--- src/rtl/stopwatch_control_fsm.sv ---
// ---------------------------------------------------------------------------
// stopwatch_control_fsm
//
// Control front end for the seconds-counter / 7-segment timer datapath.
// Conditions the two raw push-buttons (2-FF sync + debounce), classifies
// them into start, lap and long-press events, and sequences the timer
// through IDLE, RUN, PAUSE and LAP. Produces the 1 Hz count-enable tick,
// the counter clear pulse, the display freeze flag and the pause blink.
//
// Ports:
//   CLOCK_50     in   system clock, all logic on the rising edge
//   RESET_N      in   asynchronous active-low reset
//   KEY[1:0]     in   raw buttons, active-low; [1]=start/pause, [0]=lap/clear
//   tick         out  one-cycle count enable, once per CLK_HZ cycles in RUN/LAP
//   count_clr    out  one-cycle pulse on every entry into IDLE
//   running      out  high in RUN and LAP
//   display_hold out  high in LAP (display frozen, counting continues)
//   blink        out  half-second square wave in PAUSE, 0 elsewhere
//   state_dbg    out  encoded state: 0=IDLE 1=RUN 2=PAUSE 3=LAP
// ---------------------------------------------------------------------------
module stopwatch_control_fsm #(
   parameter int CLK_HZ            = 50000000,
   parameter int DEBOUNCE_CYCLES   = 500000,
   parameter int LONG_PRESS_CYCLES = 100000000
) (
   input  logic       CLOCK_50,
   input  logic       RESET_N,
   input  logic [1:0] KEY,
   output logic       tick,
   output logic       count_clr,
   output logic       running,
   output logic       display_hold,
   output logic       blink,
   output logic [1:0] state_dbg
);

   typedef enum logic [1:0] {
      ST_IDLE  = 2'd0,
      ST_RUN   = 2'd1,
      ST_PAUSE = 2'd2,
      ST_LAP   = 2'd3
   } state_t;

   localparam int HALF_HZ = (CLK_HZ / 2 > 0) ? CLK_HZ / 2 : 1;
   localparam int PS_W    = (CLK_HZ > 1) ? $clog2(CLK_HZ) : 1;
   localparam int BL_W    = (HALF_HZ > 1) ? $clog2(HALF_HZ) : 1;
   localparam int DB_W    = (DEBOUNCE_CYCLES > 1) ? $clog2(DEBOUNCE_CYCLES) : 1;
   localparam int HOLD_W  = (LONG_PRESS_CYCLES > 1) ? $clog2(LONG_PRESS_CYCLES) : 1;

   localparam logic [PS_W-1:0]   PS_MAX   = PS_W'(CLK_HZ - 1);
   localparam logic [PS_W-1:0]   PS_ZERO  = PS_W'(1'b0);
   localparam logic [PS_W-1:0]   PS_ONE   = PS_W'(1'b1);
   localparam logic [BL_W-1:0]   BL_MAX   = BL_W'(HALF_HZ - 1);
   localparam logic [BL_W-1:0]   BL_ZERO  = BL_W'(1'b0);
   localparam logic [BL_W-1:0]   BL_ONE   = BL_W'(1'b1);
   localparam logic [DB_W-1:0]   DB_MAX   = DB_W'(DEBOUNCE_CYCLES - 1);
   localparam logic [DB_W-1:0]   DB_ZERO  = DB_W'(1'b0);
   localparam logic [DB_W-1:0]   DB_ONE   = DB_W'(1'b1);
   localparam logic [HOLD_W-1:0] HOLD_MAX  = HOLD_W'(LONG_PRESS_CYCLES - 1);
   localparam logic [HOLD_W-1:0] HOLD_ZERO = HOLD_W'(1'b0);
   localparam logic [HOLD_W-1:0] HOLD_ONE  = HOLD_W'(1'b1);

   // input conditioning
   logic [1:0]      key_meta_r;
   logic [1:0]      key_sync_r;
   logic [1:0]      key_db_r;
   logic [1:0]      key_db_prev_r;
   logic [DB_W-1:0] db_cnt_r [0:1];

   // long-press tracking on KEY[0]
   logic [HOLD_W-1:0] hold_cnt_r;
   logic              long_fired_r;

   // events
   logic start_ev_s;
   logic lap_ev_s;
   logic long_ev_s;

   // FSM
   state_t state_r;
   state_t state_nxt_s;
   logic   goto_idle_s;

   // timing datapath
   logic [PS_W-1:0] presc_r;
   logic [BL_W-1:0] blink_cnt_r;
   logic            tick_r;
   logic            blink_r;
   logic            count_clr_r;
   logic            running_r;
   logic            display_hold_r;

   // Two-flop synchronizer; released level (1) out of reset
   always_ff @(posedge CLOCK_50 or negedge RESET_N) begin
      if (!RESET_N) begin
         key_meta_r <= 2'b11;
         key_sync_r <= 2'b11;
      end else begin
         key_meta_r <= KEY;
         key_sync_r <= key_meta_r;
      end
   end

   // Per-key debounce: a new level is accepted only after it has been seen
   // for DEBOUNCE_CYCLES consecutive samples; any agreeing sample restarts
   always_ff @(posedge CLOCK_50 or negedge RESET_N) begin
      if (!RESET_N) begin
         key_db_r      <= 2'b11;
         key_db_prev_r <= 2'b11;
         db_cnt_r[0]   <= DB_ZERO;
         db_cnt_r[1]   <= DB_ZERO;
      end else begin
         key_db_prev_r <= key_db_r;
         for (int i = 0; i < 2; i++) begin
            if (key_sync_r[i] == key_db_r[i]) begin
               db_cnt_r[i] <= DB_ZERO;
            end else if (db_cnt_r[i] == DB_MAX) begin
               key_db_r[i] <= ~key_db_r[i];
               db_cnt_r[i] <= DB_ZERO;
            end else begin
               db_cnt_r[i] <= db_cnt_r[i] + DB_ONE;
            end
         end
      end
   end

   // Hold timer for KEY[0]; saturates so long_ev can only fire once per press
   always_ff @(posedge CLOCK_50 or negedge RESET_N) begin
      if (!RESET_N) begin
         hold_cnt_r   <= HOLD_ZERO;
         long_fired_r <= 1'b0;
      end else if (!key_db_r[0]) begin
         if (hold_cnt_r != HOLD_MAX) begin
            hold_cnt_r <= hold_cnt_r + HOLD_ONE;
         end else begin
            long_fired_r <= 1'b1;
         end
      end else begin
         hold_cnt_r   <= HOLD_ZERO;
         long_fired_r <= 1'b0;
      end
   end

   // long_fired_r is still set in the cycle after release, which is what
   // suppresses the lap event of a press that already forced a clear
   assign start_ev_s = key_db_prev_r[1] & ~key_db_r[1];
   assign lap_ev_s   = ~key_db_prev_r[0] & key_db_r[0] & ~long_fired_r;
   assign long_ev_s  = ~key_db_r[0] & (hold_cnt_r == HOLD_MAX) & ~long_fired_r;

   // State register
   always_ff @(posedge CLOCK_50 or negedge RESET_N) begin
      if (!RESET_N) begin
         state_r <= ST_IDLE;
      end else begin
         state_r <= state_nxt_s;
      end
   end

   // Next-state logic; priority long > lap > start, losers are dropped
   always_comb begin
      state_nxt_s = state_r;
      goto_idle_s = 1'b0;
      if (long_ev_s) begin
         state_nxt_s = ST_IDLE;
         goto_idle_s = 1'b1;
      end else if (lap_ev_s) begin
         case (state_r)
            ST_RUN:   state_nxt_s = ST_LAP;
            ST_LAP:   state_nxt_s = ST_RUN;
            ST_PAUSE: begin
               state_nxt_s = ST_IDLE;
               goto_idle_s = 1'b1;
            end
            default:  state_nxt_s = state_r;
         endcase
      end else if (start_ev_s) begin
         case (state_r)
            ST_IDLE:  state_nxt_s = ST_RUN;
            ST_RUN:   state_nxt_s = ST_PAUSE;
            ST_LAP:   state_nxt_s = ST_PAUSE;
            ST_PAUSE: state_nxt_s = ST_RUN;
            default:  state_nxt_s = ST_IDLE;
         endcase
      end else begin
         state_nxt_s = state_r;
      end
   end

   // Prescaler: counts only while the timer runs, frozen in PAUSE so the
   // sub-second fraction survives, zeroed on any entry into IDLE
   always_ff @(posedge CLOCK_50 or negedge RESET_N) begin
      if (!RESET_N) begin
         presc_r <= PS_ZERO;
         tick_r  <= 1'b0;
      end else if (goto_idle_s) begin
         presc_r <= PS_ZERO;
         tick_r  <= 1'b0;
      end else if ((state_r == ST_RUN) || (state_r == ST_LAP)) begin
         if (presc_r == PS_MAX) begin
            presc_r <= PS_ZERO;
            tick_r  <= 1'b1;
         end else begin
            presc_r <= presc_r + PS_ONE;
            tick_r  <= 1'b0;
         end
      end else begin
         tick_r <= 1'b0;
      end
   end

   // Pause blink: restarts low on PAUSE entry, toggles every half second
   always_ff @(posedge CLOCK_50 or negedge RESET_N) begin
      if (!RESET_N) begin
         blink_cnt_r <= BL_ZERO;
         blink_r     <= 1'b0;
      end else if ((state_nxt_s == ST_PAUSE) && (state_r != ST_PAUSE)) begin
         blink_cnt_r <= BL_ZERO;
         blink_r     <= 1'b0;
      end else if (state_nxt_s == ST_PAUSE) begin
         if (blink_cnt_r == BL_MAX) begin
            blink_cnt_r <= BL_ZERO;
            blink_r     <= ~blink_r;
         end else begin
            blink_cnt_r <= blink_cnt_r + BL_ONE;
         end
      end else begin
         blink_cnt_r <= BL_ZERO;
         blink_r     <= 1'b0;
      end
   end

   // Registered status outputs, aligned with the state register
   always_ff @(posedge CLOCK_50 or negedge RESET_N) begin
      if (!RESET_N) begin
         count_clr_r    <= 1'b0;
         running_r      <= 1'b0;
         display_hold_r <= 1'b0;
      end else begin
         count_clr_r    <= goto_idle_s;
         running_r      <= (state_nxt_s == ST_RUN) || (state_nxt_s == ST_LAP);
         display_hold_r <= (state_nxt_s == ST_LAP);
      end
   end

   assign tick         = tick_r;
   assign count_clr    = count_clr_r;
   assign running      = running_r;
   assign display_hold = display_hold_r;
   assign blink        = blink_r;
   assign state_dbg    = state_r;

endmodule

--- config.mk ---
export PLATFORM = sky130hd
export DESIGN_NAME = stopwatch_control_fsm
export DESIGN_NICKNAME = d
export VERILOG_FILES = /design/src/rtl/stopwatch_control_fsm.sv
export SDC_FILE = /design/constraint.sdc
export NUM_CORES = 1
export LEC_CHECK = 0
export BUFFER_PORTS_ARGS = -buffer_cell sky130_fd_sc_hd__buf_4
export CORE_MARGIN = 2
export CORE_UTILIZATION = 65
export CTS_CLUSTER_DIAMETER = 120
export CTS_CLUSTER_SIZE = 20
export DETAILED_ROUTE_END_ITERATION = 10
export PLACE_DENSITY = 0.89
export SKIP_LAST_GASP = 1
export SLEW_MARGIN = 15
export SYNTH_ARGS = -nofsm -noshare
export SYNTH_HDL_FRONTEND = slang
export SYNTH_SLANG_ARGS = --single-unit
--- constraint.sdc ---
create_clock -name CLOCK_50 -period 4.2 [get_ports CLOCK_50]
set_clock_uncertainty 0.1 [all_clocks]
set_input_delay 0.42 -clock CLOCK_50 [delete_from_list [all_inputs] [get_ports CLOCK_50]]
set_output_delay 0.42 -clock CLOCK_50 [all_outputs]
set_load 0.05 [all_outputs]
==> results of run 1 <==
-- synth_stat cells (2+ instances only) --
cell type / number / area share (%)
and4_1: 8 / 1.1
dfstp_2: 8 / 3.3
mux2_2: 2 / 0.35
a211oi_1: 5 / 0.58
dfrtp_1: 123 / 48
xnor2_1: 53 / 7.2
a31oi_1: 3 / 0.29
or4_1: 2 / 0.23
nor2_1: 134 / 7.8
clkbuf_1: 16 / 0.93
nor3b_1: 2 / 0.23
inv_1: 11 / 0.64
nand3_1: 36 / 2.8
o21ai_0: 6 / 0.47
nand2b_1: 2 / 0.19
or2_2: 3 / 0.29
a21boi_0: 2 / 0.23
and3_1: 21 / 2.0
xor2_1: 50 / 6.8
ha_1: 5 / 0.97
or3_1: 5 / 0.49
and2_1: 6 / 0.58
nor3_1: 9 / 0.70
a2111oi_4: 3 / 1.3
a31o_2: 2 / 0.27
a21oi_1: 19 / 1.5
nand4_1: 32 / 3.1
nor4b_1: 3 / 0.41
nand2_1: 53 / 3.1
nor2b_1: 3 / 0.29
buf_2: 5 / 0.39
a2111oi_1: 2 / 0.31
nor4_1: 8 / 0.78
or4b_1: 2 / 0.31
-- routing by layer --
| metal | global-route usage [%] | vias to the layer above | part of all wire, % | wire, microns |
|---|---|---|---|---|
| li1 | - | 2273 | - | - |
| met1 | 31.8 | 2404 | 44 | 5470 |
| met2 | 42.5 | 116 | 51 | 6430 |
| met3 | 5.78 | 19 | 3.6 | 452 |
| met4 | 11.6 | 0 | 1.4 | 173 |
| met5 | 0 | - | 0 | 0 |
-- kinds of logic (layout without fill, tap and decap cells) --
kind of cell / Yosys count / after routing / share of synthesized area [%]
AND/OR/NAND/NOR: 333 / 333 / 25.5
flip-flops: 131 / 131 / 51.2
XOR/XNOR: 103 / 103 / 14.0
AO/OA/AOI/OAI: 47 / 47 / 5.67
buffers and inverters: 35 / 59 / 2.32
adder cells (fa/ha/maj): 5 / 5 / 0.974
multiplexers: 2 / 2 / 0.351
-- per-stage QoR --
| step | setup WS (ps) | hold slack (ps) |
|---|---|---|
| global placement | 1190 | 247 |
| floorplan | 1760 | 24.4 |
| finish | 978 | 263 |
| CTS | 973 | 262 |
| detailed placement | 1010 | 248 |
| global route | 771 | 264 |
-- report_power, final --
| part | internal, mW | switching (mW) | leakage (nW) |
|---|---|---|---|
| logic | 0.0115 | 0.0344 | 0.960 |
| clock network | 0.921 | 0.526 | 0.287 |
| registers | 1.27 | 0.00640 | 1.78 |
-- worst max path at each step --
stage / slack, ps / cells past startpoint / start / end
finish: 980 / 6 / hold_cnt_r[9] / presc_r[22]
global route: 770 / 6 / hold_cnt_r[8] / presc_r[20]
CTS: 970 / 6 / hold_cnt_r[8] / presc_r[22]
detailed placement: 1010 / 6 / hold_cnt_r[8] / presc_r[22]
global placement: 1190 / 6 / hold_cnt_r[9] / presc_r[17]
floorplan: 1760 / 6 / hold_cnt_r[9] / presc_r[25]
-- what timing repair did --
action / in CTS / in global routing
gates resized for setup: 0 / 0
hold endpoints to repair: 52 / 0
setup buffers: 0 / 0
endpoints found under the setup margin: 0 / 0
hold buffers: 3 / 0
-- state kept, by name (all words and copies together) (netlist names) --
signal	flops
key_db_r	2
hold_cnt_r	27
count_clr	1
tick	1
key_meta_r	2
key_db_prev_r	2
blink_cnt_r	25
key_sync_r	2
db_cnt_r	38
presc_r	26
long_fired_r	1
state_dbg	2
blink	1
display_hold	1
-- final cells by class --
cell class / instances / share of cell area [%]
Inverter: 11 / 0.572
Clock inverter: 8 / 1.37
Timing Repair Buffer: 16 / 1.94
Clock buffer: 24 / 6.80
Multi-Input combinational cell: 490 / 41.4
Tap cell: 133 / 2.31
Sequential cell: 131 / 45.6
-- critical path: cells and delay by family (launching register included) --
family	cells	cell delay, ps
AO/OA/AOI/OAI	2	900
AND/OR/NAND/NOR	4	1640
flip-flops	1	430
==> run_results.csv, run 1 <==
group,metric,value,unit
setup_path,critPathSlowestCell,"or4b_1",
place,io_buffer_count,10,
setup_path,cp_slowest_stage_delay,600,ps
run_status,outcome,"finished clean",
clock_network,cts_inserted_buffers,17,
clock_network,clkLatencyLatePin,520,ps
finish,finalNonFillerCells,813,
hold_path,whs_path_depth,0,
setup_path,critPathLaunchType,"flop",
finish,seqCellArea,3290,sq um
finish,multi_input_area,2990,sq um
finish,nFillCells,638,
clock_network,cts.sink_count,131,
timing,max-slew-margin-rel,51.6,%
synth,synthArstFlopShare,100,%
timing,setup_violations,0,
floorplanning,fp.coreArea,9680,sq um
power,leakage,3.03,nW
detailed_routing,firstDrtPassIters,5,
power,p_per_area,384,nW/um^2
job,drv_cap,0,
timing,timing.final.crit_share,76.7,%
detailed_routing,wirelength,12.5,mm
finish,area_growth,12.3,%
setup_path,cp.required,4480,ps
power,power,2.77,mW
synth,seq_area_frac_synth,51.2,%
place,hpwlAfterDp,8.17,mm
floorplanning,io_pins,11,
timing,timing.final.max_slew_violations,0,
clock_network,path_clk_slew,60,ps
finish,mostFrequentLayoutCell,"nor2_1",
setup_path,path_cells,"or4b_1 -> nor4_4 -> nand3_4 -> o21ai_0 -> a21o_1 -> nor2_1",
power,peakVddDrop,0.339,mV
synth,synthFlopType,"dfrtp_1",
finish,drive_gt1_share,9.56,%
timing,setup_tns,0,ps
global_route,grt_max_degree,75,
finish,final_util,74.5,%
detailed_routing,drt_iter0_markers,275,
setup_path,path_max_fanout,25,
global_route,grt.overflow.total,0,
global_route,grt_pass1_wl,21.3,mm
place,gp_congestion,0.832,
timing,worstMarginPinSlew,716,ps
detailed_routing,vias,4812,
detailed_routing,detail-route-antenna-nets,0,
clock_network,cts.path.max_buffers,2,
timing,rsz0062_at_grt,"no",
setup_path,reg2reg_to,"presc_r[22]",
setup_path,r2r_cells,6,
synth,yosys_register_bits,131,
place,placed_area,6600,sq um
finish,final_area,7220,sq um
setup_path,r2r_setup_slack,980,ps
floorplanning,die_w,103,microns
detailed_routing,vias_per_cell,5.92,
floorplanning,die_h,103,microns
detailed_routing,drc,0,
synth,synth_enable_flop_cells,0,
synth,synth_fp_nets,665,
setup_path,worstSetupPathType,"flop to flop",
setup_path,r2r-start,"hold_cnt_r[9]",
floorplanning,die_area,10700,sq um
timing,hold_viol,0,
synth,synth_area,6420,sq um
finish,nets,676,
floorplanning,initial_core_util,66.3,%
clock_network,ctsHtreeMaxLevel,4,
finish,antenna_cells,0,
hold_path,min_to,"key_sync_r[0]",
synth,yosysUniqueCellTypes,46,
clock_network,cts_tree,"done",
place,dp.cells,778,
timing,max_freq,310,MHz
global_route,grt_pass1_vias,4760,
global_route,grt.total_usage,25.5,%
synth,yosysWarnings,0,
timing,fin_crit,3220,ps
synth,syn_avg_cell_area,9.79,sq um
hold_path,hp-class,"flop to flop",
setup_path,endpoint_kind,"flop",
setup_path,arrival,3500,ps
detailed_routing,wl_per_cell,15.4,microns
finish,final_cell_mix,"134 x nor2_1, 123 x dfrtp_1, 53 x xnor2_1, 53 x nand2_1, 50 x xor2_1",
clock_network,root_buffer,"clkbuf_8",
global_route,antenna_found_initial,0,
hold_path,hp-start,"key_meta_r[0]",
floorplanning,std_cell_rows,36,
synth,syn_inst,656,
Power figures use the tool's default switching activity.
==> run 2, diff against run 1 <==
Settings changed: CORE_UTILIZATION 65 to 63, PLACE_DENSITY 0.89 to 0.87.
Clock period 4.2 ns to 3.2 ns, I/O delays scaled along.
==> run 2 against run 1 <==
Effect of this change: cell area is 1.2% higher; critical path depth stayed put; clock power is 45% higher; utilization is 0.11 points lower; worst hold slack worse by 6.8 ps; via count is 1.1% lower; routed wire length is 0.64% higher; largest power group unchanged.
==> run_results.csv, run 2 (synthesized netlist as in run 1, its figures left out) <==
group,metric,value,unit
timing,max_freq,358,MHz
detailed_routing,drc,0,
timing,timing.final.max_slew_violations,0,
place,placed_area,6630,sq um
power,internal-power,3.07,mW
finish,final_area,7310,sq um
global_route,antenna_found_initial,0,
timing,worst_slack,409,ps
hold_path,whs_path_depth,0,
timing,fin_crit,2790,ps
clock_network,cts_tree,"done",
timing,timing.final.crit_share,87.2,%
setup_path,path_cells,"or4b_1 -> nor4_4 -> nand3_4 -> a2111oi_4 -> a31o_2 -> a21oi_1",
finish,final_util,74.4,%
detailed_routing,vias_per_cell,5.83,
finish,final_cell_mix,"134 x nor2_1, 123 x dfrtp_1, 53 x xnor2_1, 53 x nand2_1, 50 x xor2_1",
clock_network,ctsHoldBuffers,3,
finish,mostFrequentLayoutCell,"nor2_1",
setup_path,critPathLaunchType,"flop",
finish,largest_registers,"db_cnt_r x38, hold_cnt_r x27, presc_r x26",
clock_network,post_cts_resized,0,
detailed_routing,wl_per_cell,15.4,microns
timing,setup_tns,0,ps
timing,max-slew-margin-rel,52.4,%
clock_network,cts.path.max_buffers,2,
floorplanning,die_w,105,microns
hold_path,hp-class,"flop to flop",
setup_path,r2r_setup_slack,410,ps
power,p_per_area,525,nW/um^2
clock_network,cts_inserted_buffers,17,
setup_path,path_max_fanout,25,
detailed_routing,vias,4761,
power,power_frac_seq,43.7,%
setup_path,worstSetupPathType,"flop to flop",
detailed_routing,drt_iter0_markers,311,
setup_path,arrival,3100,ps
floorplanning,io_pins,11,
setup_path,r2r_cells,6,
hold_path,min_to,"key_sync_r[1]",
place,gp_congestion,0.828,
clock_network,root_buffer,"clkbuf_8",
finish,area_growth,13.7,%
run_status,outcome,"finished clean",
power,peakVddDrop,0.470,mV
setup_path,cp_slowest_stage_delay,590,ps
floorplanning,initial_core_util,65.4,%
power,leakage,3.07,nW
setup_path,reg2reg_to,"presc_r[25]",
power,clock_power_share,54.7,%
place,dp_slack,433,ps
floorplanning,die_area,11000,sq um
clock_network,path_clk_slew,60,ps
job,drv_cap,0,
floorplanning,die_h,105,microns
global_route,grt.overflow.total,0,
power,pwr-share-comb,1.6,%
global_route,grt_pass1_wl,21.9,mm
detailed_routing,wirelength,12.6,mm
finish,antenna_cells,0,
finish,finalNonFillerCells,817,
clock_network,post-cts-setup-buffer-count,0,
finish,nets,680,
global_route,grt.total_usage,24.9,%
setup_path,critPathSlowestCell,"or4b_1",
place,io_buffer_count,10,
power,p_sw,0.765,mW
timing,setup_violations,0,
setup_path,r2r-start,"hold_cnt_r[9]",
hold_path,hp-start,"key_meta_r[1]",
power,swShare,20.0,%
place,hpwlAfterDp,8.02,mm
floorplanning,fp.coreArea,9820,sq um
timing,worstMarginPinSlew,704,ps
setup_path,cp.required,3510,ps
clock_network,cts.sink_count,131,
place,dp.cells,782,
clock_network,ctsHtreeMaxLevel,4,
timing,rsz0062_at_grt,"no",
finish,top_register,"db_cnt_r",
clock_network,clkLatencyLatePin,530,ps
finish,largest_register_ffs,38,
global_route,grt_max_degree,78,
detailed_routing,detail-route-antenna-nets,0,
finish,drive_gt1_share,10.2,%
floorplanning,std_cell_rows,36,
timing,hold_viol,0,
detailed_routing,firstDrtPassIters,5,
setup_path,endpoint_kind,"flop",
global_route,grt_pass1_vias,4806,
==> run 2: changes by cell type in the layout (fill, tap and decap cells not counted), sizes merged <==
cell      previous run  this run
bufinv               2         5
clkinvlp             2         3
buf                 13        17
clkbuf              24        20
==> run 2: worst max path at each step <==
stage	startpoint	endpoint	cells past startpoint
3_3_place_gp	hold_cnt_r[9]	presc_r[25]	6
6_report	hold_cnt_r[9]	presc_r[25]	6
5_1_grt	hold_cnt_r[9]	presc_r[12]	7
4_1_cts	hold_cnt_r[9]	presc_r[23]	6
2_1_floorplan	hold_cnt_r[9]	presc_r[25]	6
3_5_place_dp	hold_cnt_r[9]	presc_r[25]	6
==> run 2: worst max-delay path, delay by kind of cell, from the launching register on <==
kind            cells  cell delay (ps)
simple gates        3             1290
compound gates      3              840
flops               1              430
==> run 2: metrics by stage <==
stage / total power, mW / hold WS [ps]
2_1_floorplan: 1.72 / -75.6
3_3_place_gp: 1.76 / 248
3_5_place_dp: 1.77 / 249
4_1_cts: 3.86 / 257
5_1_grt: 3.95 / 256
6_report: 3.84 / 256
==> run 2: routing by layer <==
metal	part of all wire [%]	global-route usage [%]	wire length, microns	up-vias
met5	0	0	0	-
met4	2.4	10.8	303	0
met3	3.9	6.11	495	36
met2	51	42.2	6400	106
met1	43	30.2	5400	2346
li1	-	-	-	2273
==> run 2: final cells by class <==
| class | instances | area (sq um) |
|---|---|---|
| Multi-Input combinational cell | 490 | 2990 |
| Clock buffer | 20 | 445 |
| Clock inverter | 12 | 204 |
| Tap cell | 133 | 166 |
| Fill cell | 698 | 2510 |
| Timing Repair Buffer | 20 | 170 |
| Sequential cell | 131 | 3290 |
| Inverter | 11 | 41.3 |
==> run 2: power groups by stage <==
stage / clock network (mW) / registers (mW) / logic [mW]
2_1_floorplan: 0 / 1.70 / 0.0186
3_3_place_gp: 0 / 1.70 / 0.0573
3_5_place_dp: 0 / 1.71 / 0.0600
4_1_cts: 2.12 / 1.68 / 0.0635
5_1_grt: 2.20 / 1.68 / 0.0732
6_report: 2.10 / 1.68 / 0.0603
==> run 3, diff against run 2 <==
Settings changed: CORE_UTILIZATION 63 to 65, CTS_BUF_LIST set to sky130_fd_sc_hd__clkbuf_8, PLACE_DENSITY 0.87 to 0.89, REMOVE_ABC_BUFFERS set to 1.
==> run 3 against run 2 <==
Effect of this change: utilization decreased by 1.1 points; sequential cell count stayed put; cell count fell by 0.12%; critical path type unchanged; highest routed layer unchanged.
==> run_results.csv, run 3 (synthesized netlist as in run 1, its figures left out) <==
group,metric,value,unit
run_status,outcome,"finished clean",
finish,top_register,"db_cnt_r",
finish,nets,679,
finish,mostFrequentLayoutCell,"nor2_1",
setup_path,critPathLaunchType,"flop",
clock_network,root_buffer,"clkbuf_8",
power,power,3.28,mW
finish,final_util,73.3,%
detailed_routing,wl_per_cell,15.6,microns
setup_path,crit_family,"simple AND/OR/NAND/NOR gates",
setup_path,worstSetupPathType,"flop to flop",
floorplanning,die_w,103,microns
setup_path,endpoint_kind,"flop",
place,dp_slack,475,ps
clock_network,cts.path.max_buffers,2,
power,internal-power,2.60,mW
clock_network,cts.sink_count,131,
global_route,grt_pass1_wl,21.2,mm
setup_path,r2r_setup_slack,430,ps
setup_path,reg2reg_to,"presc_r[25]",
floorplanning,die_area,10700,sq um
setup_path,cp.required,3420,ps
power,pwr-share-comb,1.9,%
timing,max_freq,361,MHz
power,peakVddDrop,0.279,mV
hold_path,hp-class,"flop to flop",
finish,seqCellArea,3290,sq um
setup_path,r2r-start,"hold_cnt_r[9]",
place,hpwlAfterDp,7.97,mm
detailed_routing,detail-route-antenna-nets,0,
detailed_routing,highest_layer,"met4",
hold_path,whs_path_depth,0,
finish,antenna_cells,0,
setup_path,path_cells,"or4b_1 -> nor4_4 -> nand3_4 -> a2111oi_4 -> a31o_2 -> a21oi_1",
floorplanning,initial_core_util,66.3,%
setup_path,cp_num_buf_inv,0,
timing,timing.final.crit_share,86.6,%
timing,timing.final.max_slew_violations,0,
detailed_routing,route.met2.wl,6.38,mm
finish,largest_registers,"db_cnt_r x38, hold_cnt_r x27, presc_r x26",
floorplanning,io_pins,11,
timing,fin_crit,2770,ps
detailed_routing,wl_met3,561,microns
setup_path,path_max_fanout,25,
timing,worst_slack,428,ps
floorplanning,std_cell_rows,36,
timing,setup_violations,0,
detailed_routing,vias,4767,
finish,drive_gt1_share,9.96,%
power,p_per_area,462,nW/um^2
hold_path,min_to,"key_sync_r[1]",
clock_network,path_clk_slew,80,ps
finish,largest_register_ffs,38,
power,p_sw,0.676,mW
job,drv_cap,0,
detailed_routing,firstDrtPassIters,4,
finish,multi_input_area,2990,sq um
detailed_routing,drt_iter0_markers,307,
detailed_routing,vias_per_cell,5.84,
finish,nFillCells,629,
detailed_routing,drc,0,
global_route,grt.overflow.total,0,
global_route,antenna_found_initial,0,
clock_network,ctsHtreeMaxLevel,4,
timing,setup_tns,0,ps
clock_network,clkLatencyLatePin,450,ps
setup_path,critPathSlowestCell,"or4b_1",
place,io_buffer_count,10,
clock_network,post-cts-setup-buffer-count,0,
finish,final_cell_mix,"134 x nor2_1, 123 x dfrtp_1, 53 x xnor2_1, 53 x nand2_1, 50 x xor2_1",
timing,hold_viol,0,
floorplanning,fp.coreArea,9680,sq um
detailed_routing,wirelength,12.7,mm
timing,rsz0062_at_grt,"no",
power,leakage,2.99,nW
clock_network,cts_tree,"done",
power,swShare,20.6,%
setup_path,cp_slowest_stage_delay,590,ps
floorplanning,die_h,103,microns
place,dp.cells,781,
clock_network,cts_inserted_buffers,17,
finish,area_growth,10.5,%
hold_path,hp-start,"key_meta_r[1]",
timing,max-slew-margin-rel,49.2,%
place,gp_congestion,0.847,
global_route,grt_max_degree,76,
finish,finalNonFillerCells,816,
detailed_routing,met1Wirelength,5.60,mm
power,clock_power_share,47.1,%
global_route,grt_pass1_vias,4705,
setup_path,arrival,2990,ps
power,power_frac_seq,51.0,%
timing,worstMarginPinSlew,751,ps
global_route,grt.total_usage,25.5,%
setup_path,r2r_cells,6,
run 3: what timing repair did:
item	in CTS	in global routing
endpoints found under the hold margin	52	0
gates resized for setup	0	0
hold buffers	3	0
run 3: power groups by stage:
stage / sequential, mW / clock [mW] / combinational (mW)
6_report: 1.67 / 1.54 / 0.0614
5_1_grt: 1.67 / 1.63 / 0.0718
4_1_cts: 1.67 / 1.56 / 0.0639
3_5_place_dp: 1.71 / 0 / 0.0607
3_3_place_gp: 1.70 / 0 / 0.0569
2_1_floorplan: 1.70 / 0 / 0.0173
run 3: per-stage QoR:
step	cell area, sq um	hold WS, ps
2_1_floorplan	6320	-75.6
3_3_place_gp	6620	248
3_5_place_dp	6620	249
4_1_cts	7100	259
5_1_grt	7100	261
6_report	7100	259
run 3: final cells by class:
class	count	share of cell area, %
Clock buffer	21	4.07
Clock inverter	11	2.22
Inverter	11	0.582
Multi-Input combinational cell	490	42.1
Sequential cell	131	46.3
Tap cell	133	2.35
Timing Repair Buffer	19	2.29
run 3: worst max path at each step:
stage	startpoint	end	slack, ps	depth (start not counted)
after CTS	hold_cnt_r[9]	presc_r[23]	430	6
after floorplan	state_dbg[0]	presc_r[23]	240	4
after global routing	hold_cnt_r[9]	presc_r[23]	290	6
after detailed placement	hold_cnt_r[8]	presc_r[12]	470	7
final	hold_cnt_r[9]	presc_r[25]	430	6
after global placement	hold_cnt_r[9]	presc_r[23]	570	6
run 3: metal layers:
metal | track usage, % | vias to the layer above
met2 | 40.8 | 123
met3 | 7.12 | 18
met5 | 0 | -
met4 | 11.2 | 0
met1 | 32.6 | 2364
li1 | - | 2262
